[src/rtl/uctl_aon_rmt_wkup.sv]
// rtl/uctl_aon_rmt_wkup.sv - always-on USB remote-wakeup sequencer (wait bus idle, drive K, report)
module uctl_aon_rmt_wkup #(
    parameter int CNTR_WD = 16
) (
    input  logic               aon_clk,
    input  logic               aon_rst_n,
    input  logic               sw_rst,
    input  logic               power_down,
    input  logic               rmt_wkup_en,
    input  logic               wkup_req,
    input  logic [1:0]         line_state,
    input  logic [CNTR_WD-1:0] idle_cnt,
    input  logic [CNTR_WD-1:0] k_cnt,
    output logic               drive_k,
    output logic               wkup_busy,
    output logic               wkup_done,
    output logic               wkup_abort,
    output logic               wkup_rej
);

    typedef enum logic [1:0] {IDLE, WAIT_IDLE, DRIVE_K, DONE} state_t;

    localparam logic [1:0]         LINE_J = 2'b10;
    localparam logic [1:0]         LINE_K = 2'b01;
    localparam logic [CNTR_WD-1:0] ONE    = {{(CNTR_WD-1){1'b0}}, 1'b1};

    state_t             state, state_nxt;
    logic [CNTR_WD-1:0] cnt, cnt_nxt, cnt_inc;
    logic [CNTR_WD-1:0] idle_tgt, k_tgt;
    logic               abort_q, abort_nxt, rej_q, rej_nxt;
    logic               pd_s1, pd_s2, req_s1, req_s2, req_d3;
    logic [1:0]         ln_s1, ln_s2;
    logic               req_rise;

    always_ff @(posedge aon_clk or negedge aon_rst_n) begin
        if (!aon_rst_n) begin
            state   <= IDLE;
            cnt     <= '0;
            abort_q <= 1'b0;
            rej_q   <= 1'b0;
            pd_s1   <= 1'b0;
            pd_s2   <= 1'b0;
            req_s1  <= 1'b0;
            req_s2  <= 1'b0;
            req_d3  <= 1'b0;
            ln_s1   <= 2'b00;
            ln_s2   <= 2'b00;
        end else if (sw_rst) begin
            state   <= IDLE;
            cnt     <= '0;
            abort_q <= 1'b0;
            rej_q   <= 1'b0;
            pd_s1   <= 1'b0;
            pd_s2   <= 1'b0;
            req_s1  <= 1'b0;
            req_s2  <= 1'b0;
            req_d3  <= 1'b0;
            ln_s1   <= 2'b00;
            ln_s2   <= 2'b00;
        end else begin
            state   <= state_nxt;
            cnt     <= cnt_nxt;
            abort_q <= abort_nxt;
            rej_q   <= rej_nxt;
            pd_s1   <= power_down;
            pd_s2   <= pd_s1;
            req_s1  <= wkup_req;
            req_s2  <= req_s1;
            req_d3  <= req_s2;
            ln_s1   <= line_state;
            ln_s2   <= ln_s1;
        end
    end

    // A programmed count of zero still means one cycle.
    assign idle_tgt = (idle_cnt == '0) ? ONE : idle_cnt;
    assign k_tgt    = (k_cnt == '0) ? ONE : k_cnt;
    assign cnt_inc  = (&cnt) ? cnt : cnt + ONE;
    assign req_rise = req_s2 & ~req_d3;

    always_comb begin
        state_nxt = state;
        cnt_nxt   = cnt;
        abort_nxt = 1'b0;
        rej_nxt   = 1'b0;
        case (state)
            IDLE: begin
                if (req_rise) begin
                    if (pd_s2 && rmt_wkup_en) begin
                        state_nxt = WAIT_IDLE;
                        cnt_nxt   = '0;
                    end else begin
                        rej_nxt = 1'b1;
                    end
                end
            end
            WAIT_IDLE: begin
                if (!pd_s2 || ln_s2 == LINE_K) begin
                    state_nxt = IDLE;
                    cnt_nxt   = '0;
                    abort_nxt = 1'b1;
                end else if (ln_s2 == LINE_J) begin
                    if (cnt_inc == idle_tgt) begin
                        state_nxt = DRIVE_K;
                        cnt_nxt   = '0;
                    end else begin
                        cnt_nxt = cnt_inc;
                    end
                end else begin
                    cnt_nxt = '0;
                end
            end
            DRIVE_K: begin
                if (cnt_inc == k_tgt) begin
                    state_nxt = DONE;
                    cnt_nxt   = '0;
                end else begin
                    cnt_nxt = cnt_inc;
                end
            end
            DONE: begin
                state_nxt = IDLE;
            end
            default: begin
                state_nxt = IDLE;
                cnt_nxt   = '0;
            end
        endcase
    end

    assign drive_k    = (state == DRIVE_K);
    assign wkup_busy  = (state != IDLE);
    assign wkup_done  = (state == DONE);
    assign wkup_abort = abort_q;
    assign wkup_rej   = rej_q;

endmodule

[config.mk]
export PLATFORM = sky130hd
export DESIGN_NAME = uctl_aon_rmt_wkup
export DESIGN_NICKNAME = d
export VERILOG_FILES = /design/src/rtl/uctl_aon_rmt_wkup.sv
export SDC_FILE = /design/constraint.sdc
export NUM_CORES = 1
export LEC_CHECK = 0
export CAP_MARGIN = 15
export CORE_AREA = 2 2 74 76
export CTS_CLUSTER_DIAMETER = 150
export DETAILED_ROUTE_END_ITERATION = 8
export DIE_AREA = 0 0 76 78
export PLACE_DENSITY = 0.8
export REMOVE_ABC_BUFFERS = 1
export SYNTH_ARGS = -nofsm -noshare
export SYNTH_HDL_FRONTEND = slang
export SYNTH_SLANG_ARGS = --single-unit
[constraint.sdc]
create_clock -name aon_clk -period 3.88 [get_ports aon_clk]
set_input_delay 0.388 -clock aon_clk [delete_from_list [all_inputs] [get_ports aon_clk]]
set_output_delay 0.388 -clock aon_clk [all_outputs]
set_load 0.03 [all_outputs]
==> metrics.md <==
| Metric | Value |
|---|---|
| Tot Pwr | 0.819 mW |
| Final Setup Violations | 0 |
| Vias/cell | 6.42 |
| Xor/xnor share of the synthesized area | 10.7% |
| Max-cap violations | 0 |
| Worst Setup Start Kind | flop |
| Final Critical Period | 3.72 ns |
| GP Congestion | 1.06 |
| Initial DRC count | 273 |
| Clock latency on the worst-skew pair | 0.29 ns |
| Inst Count DP | 462 |
| Crit. path cell count | 11 |
| H-tree depth | 2 |
| Antenna Cells | 0 |
| First-pass GRT wire length | 15700 um |
| Arr. time, crit path | 3.89 ns |
| Worst Skew | 0.00960 ns |
| Final Hold Fails | 0 |
| Clock Pin Slew Worst Setup and Hold Paths | 0.07 ns |
| Post-synthesis sequential area ratio | 26.9% |
| Post-CTS Hold Fix Bufs | 0 |
| CTS tree | done |
| Total global routing overflow | 0 |
| Post-synthesis cell type count | 61 |
| Setup WS pre-CTS | 0.0482 ns |
| Ports | 45 |
| CP Cell Sequence | nand4_1 > buf_4 > nor4_1 > nor2_2 > xnor2_1 > a2111o_1 > nor4_1 > or3b_1 > a32oi_4 > nor2_2 > a22o_1 |
| Fin crit share | 95.9% |
| Die area | 5930 um^2 |
| Syn. warnings | 0 |
| Simple-gate share of the synthesized area | 29.6% |
| Cell count after synthesis | 329 |
| Hold path cells | 1 |
| Outcome | complete, no violations |
| Crit-path max cell delay | 0.55 ns |
| Area occupied by multi-input gates | 1820 um^2 |
| Initial antenna violation count | 0 |
| Leakage power | 1.39 nW |
| Peak VDD IR | 151 uV |
| DRT antenna net count | 0 |
| Detailed placement HPWL | 7240 um |
| Vias in the first global route | 3022 |
| EDFF count, synth | 0 |
| Post-synthesis compound-gate area fraction | 24.2% |
| Register cell area after layout | 726 um^2 |
| Max Slew Vio Count | 0 |
| Die W | 76 um |
| CP max-delay cell | nor4_1 |
| WL/cell | 19.9 um |
| Slew at the pin closest to its max-slew limit | 0.707 ns |
| Crit-path leading delay family | simple AND/OR/NAND/NOR gates |
| CORE AREA | 5040 um^2 |
| F_max | 0.269 GHz |
| Largest net degree at the start of global routing | 30 |
| Total track usage | 33.8% |
| Via count | 3029 |
| Clk buf depth | 2 |
| Crit path max fanout | 10 |
| IO Port Bufs | 44 |
| Row cnt | 26 |
| Critical Path RT | 4.05 ns |
| Share of cells above drive strength 1 | 15.9% |
| Setup WS post-layout | 0.159 ns |
| CP Class | reg2reg |
| Crit end category | flop |
| CTS Buf Count | 5 |
| Ys flop type | dfrtp_1 |
| Root Buffer | clkbuf_8 |
| Mean Syn Cell Area | 8.21 um^2 |
| Number of fill cells | 400 |
| Worst-case reg-to-reg path depth | 11 |
| DRC | 0 |
| Total Wirelength | 9410 um |
| Die Ht | 78 um |
| Post-Syn Area | 2700 um^2 |
| Synth Register Bits | 29 |
| Async S/R FF share, synth | 100% |
| Combinational family with the most area after synthesis | simple AND/OR/NAND/NOR gates |
| Detailed Routing Iterations Pass 1 | 6 |
| Buffer and inverter count on the worst path | 1 |
| Non-filler instance count after layout | 472 |
| Worst slew margin | 52.9% |
| Hold Path Class | reg2reg |
| Clock sink count | 29 |
| Adder-Cell Fraction of Synth Area | 2.31% |
| Layout area overhead | 31.3% |
| Starting Density | 53.6% |
| Mux cell area share after synthesis | 0.417% |
| Power per Cell Area | 231 nW/um^2 |
| Nets | 446 |
==> kinds of logic (layout without fill, tap and decap cells) <==
kind of cell	after synthesis	in the layout
muxes	1	1
adders and majority gates	5	5
buffers and inverters	31	104
AOI/OAI and AO/OA	90	90
DFF	29	29
and+or+nand+nor	140	140
xor gates and xnor gates	33	33
==> cells in the final DEF, fill, tap and decap left out, drive strengths merged, types with 7 or more instances in the layout <==
| master | n |
|---|---|
| nand2b | 7 |
| buf | 43 |
| nand4 | 12 |
| dfrtp | 29 |
| clkbuf | 7 |
| o21ai | 19 |
| clkdlybuf4s50 | 44 |
| nand2 | 22 |
| nor2b | 13 |
| nor2 | 21 |
| a21oi | 18 |
| xnor2 | 22 |
| xor2 | 11 |
| inv | 9 |
| nor3 | 15 |
| nand3 | 17 |
| nor4 | 14 |
| a21o | 8 |
==> sequential cells by signal, indices dropped and copies added (netlist names) <==
register    count
wkup_rej        1
req_s2          1
pd_s1           1
pd_s2           1
wkup_abort      1
req_s1          1
cnt            16
ln_s1           2
req_d3          1
ln_s2           2
state           2
==> metal layers <==
layer	vias up	global-route usage, %	part of all wire (%)
li1	1378	-	-
met1	1425	44.8	41
met2	184	51.6	44
met3	42	9.53	11
met4	0	14.4	4.2
met5	-	2.73	0
==> worst register-to-register path, delay by kind of cell (launching register included) <==
kind / cells / cell delay, ns
and+or+nand+nor: 6 / 1.70
AOI/OAI and AO/OA: 3 / 1.07
DFF: 1 / 0.46
buffers and inverters: 1 / 0.22
xor gates and xnor gates: 1 / 0.16
==> power by group <==
group | switching (mW) | leakage [nW] | total, mW | internal (mW)
logic | 0.0852 | 0.935 | 0.164 | 0.0788
clock network | 0.130 | 0.0585 | 0.340 | 0.209
registers | 0.00565 | 0.398 | 0.315 | 0.309
total | 0.221 | 1.39 | 0.819 | 0.598
==> synth_stat cells, drive strengths merged (6+ instances only) <==
| cell | number | share of area, % |
|---|---|---|
| a21o | 8 | 2.2 |
| a21oi | 18 | 3.5 |
| a22o | 6 | 1.9 |
| buf | 17 | 3.9 |
| dfrtp | 29 | 27 |
| inv | 9 | 1.2 |
| nand2 | 22 | 3.1 |
| nand2b | 7 | 1.6 |
| nand3 | 17 | 3.5 |
| nand4 | 12 | 2.8 |
| nor2 | 21 | 3.1 |
| nor2b | 13 | 3.0 |
| nor3 | 15 | 2.8 |
| nor4 | 14 | 4.4 |
| o211ai | 6 | 1.7 |
| o21ai | 19 | 3.5 |
| xnor2 | 22 | 7.1 |
| xor2 | 11 | 3.6 |
==> final cells by class <==
| type | count | share of cell area, % |
|---|---|---|
| multi-input cells | 269 | 51.4 |
| repair buffers | 87 | 21.5 |
| flip-flops and latches | 29 | 20.4 |
| well taps | 70 | 2.47 |
| clock buffers | 7 | 2.43 |
| inverters | 9 | 0.952 |
| clock inverters | 1 | 0.846 |
==> metrics by stage <==
| step | setup TNS, ns | instance area (um^2) | utilization [%] | hold slack, ns |
|---|---|---|---|---|
| after detailed placement | 0 | 3410 | 67.7 | 0.434 |
| after CTS | 0 | 3530 | 70.0 | 0.446 |
| after global placement | 0 | 3410 | 67.7 | 0.420 |
| after global routing | -0.0122 | 3550 | 70.4 | 0.460 |
| after floorplan | 0 | 2580 | - | 0.0924 |
| final | 0 | 3550 | 70.4 | 0.451 |
==> worst paths after layout <==
| check | startpoint | endpoint | slack [ns] |
|---|---|---|---|
| setup / recovery | cnt[7] | cnt[5] | 0.16 |
| hold / removal | req_d3 | wkup_rej | 0.45 |
| setup reg to reg | cnt[7] | cnt[5] | 0.16 |
| hold reg to reg | req_d3 | wkup_rej | 0.45 |
| max in group asynchronous | aon_rst_n | wkup_rej | 3.11 |
| min in group asynchronous | aon_rst_n | cnt[14] | 0.48 |
==> what timing repair did <==
item	in CTS	in global routing
setup buffers	0	2
gates resized for setup	0	2
endpoints found under the setup margin	0	14
No activity file was read; power rests on OpenSTA's default activity.
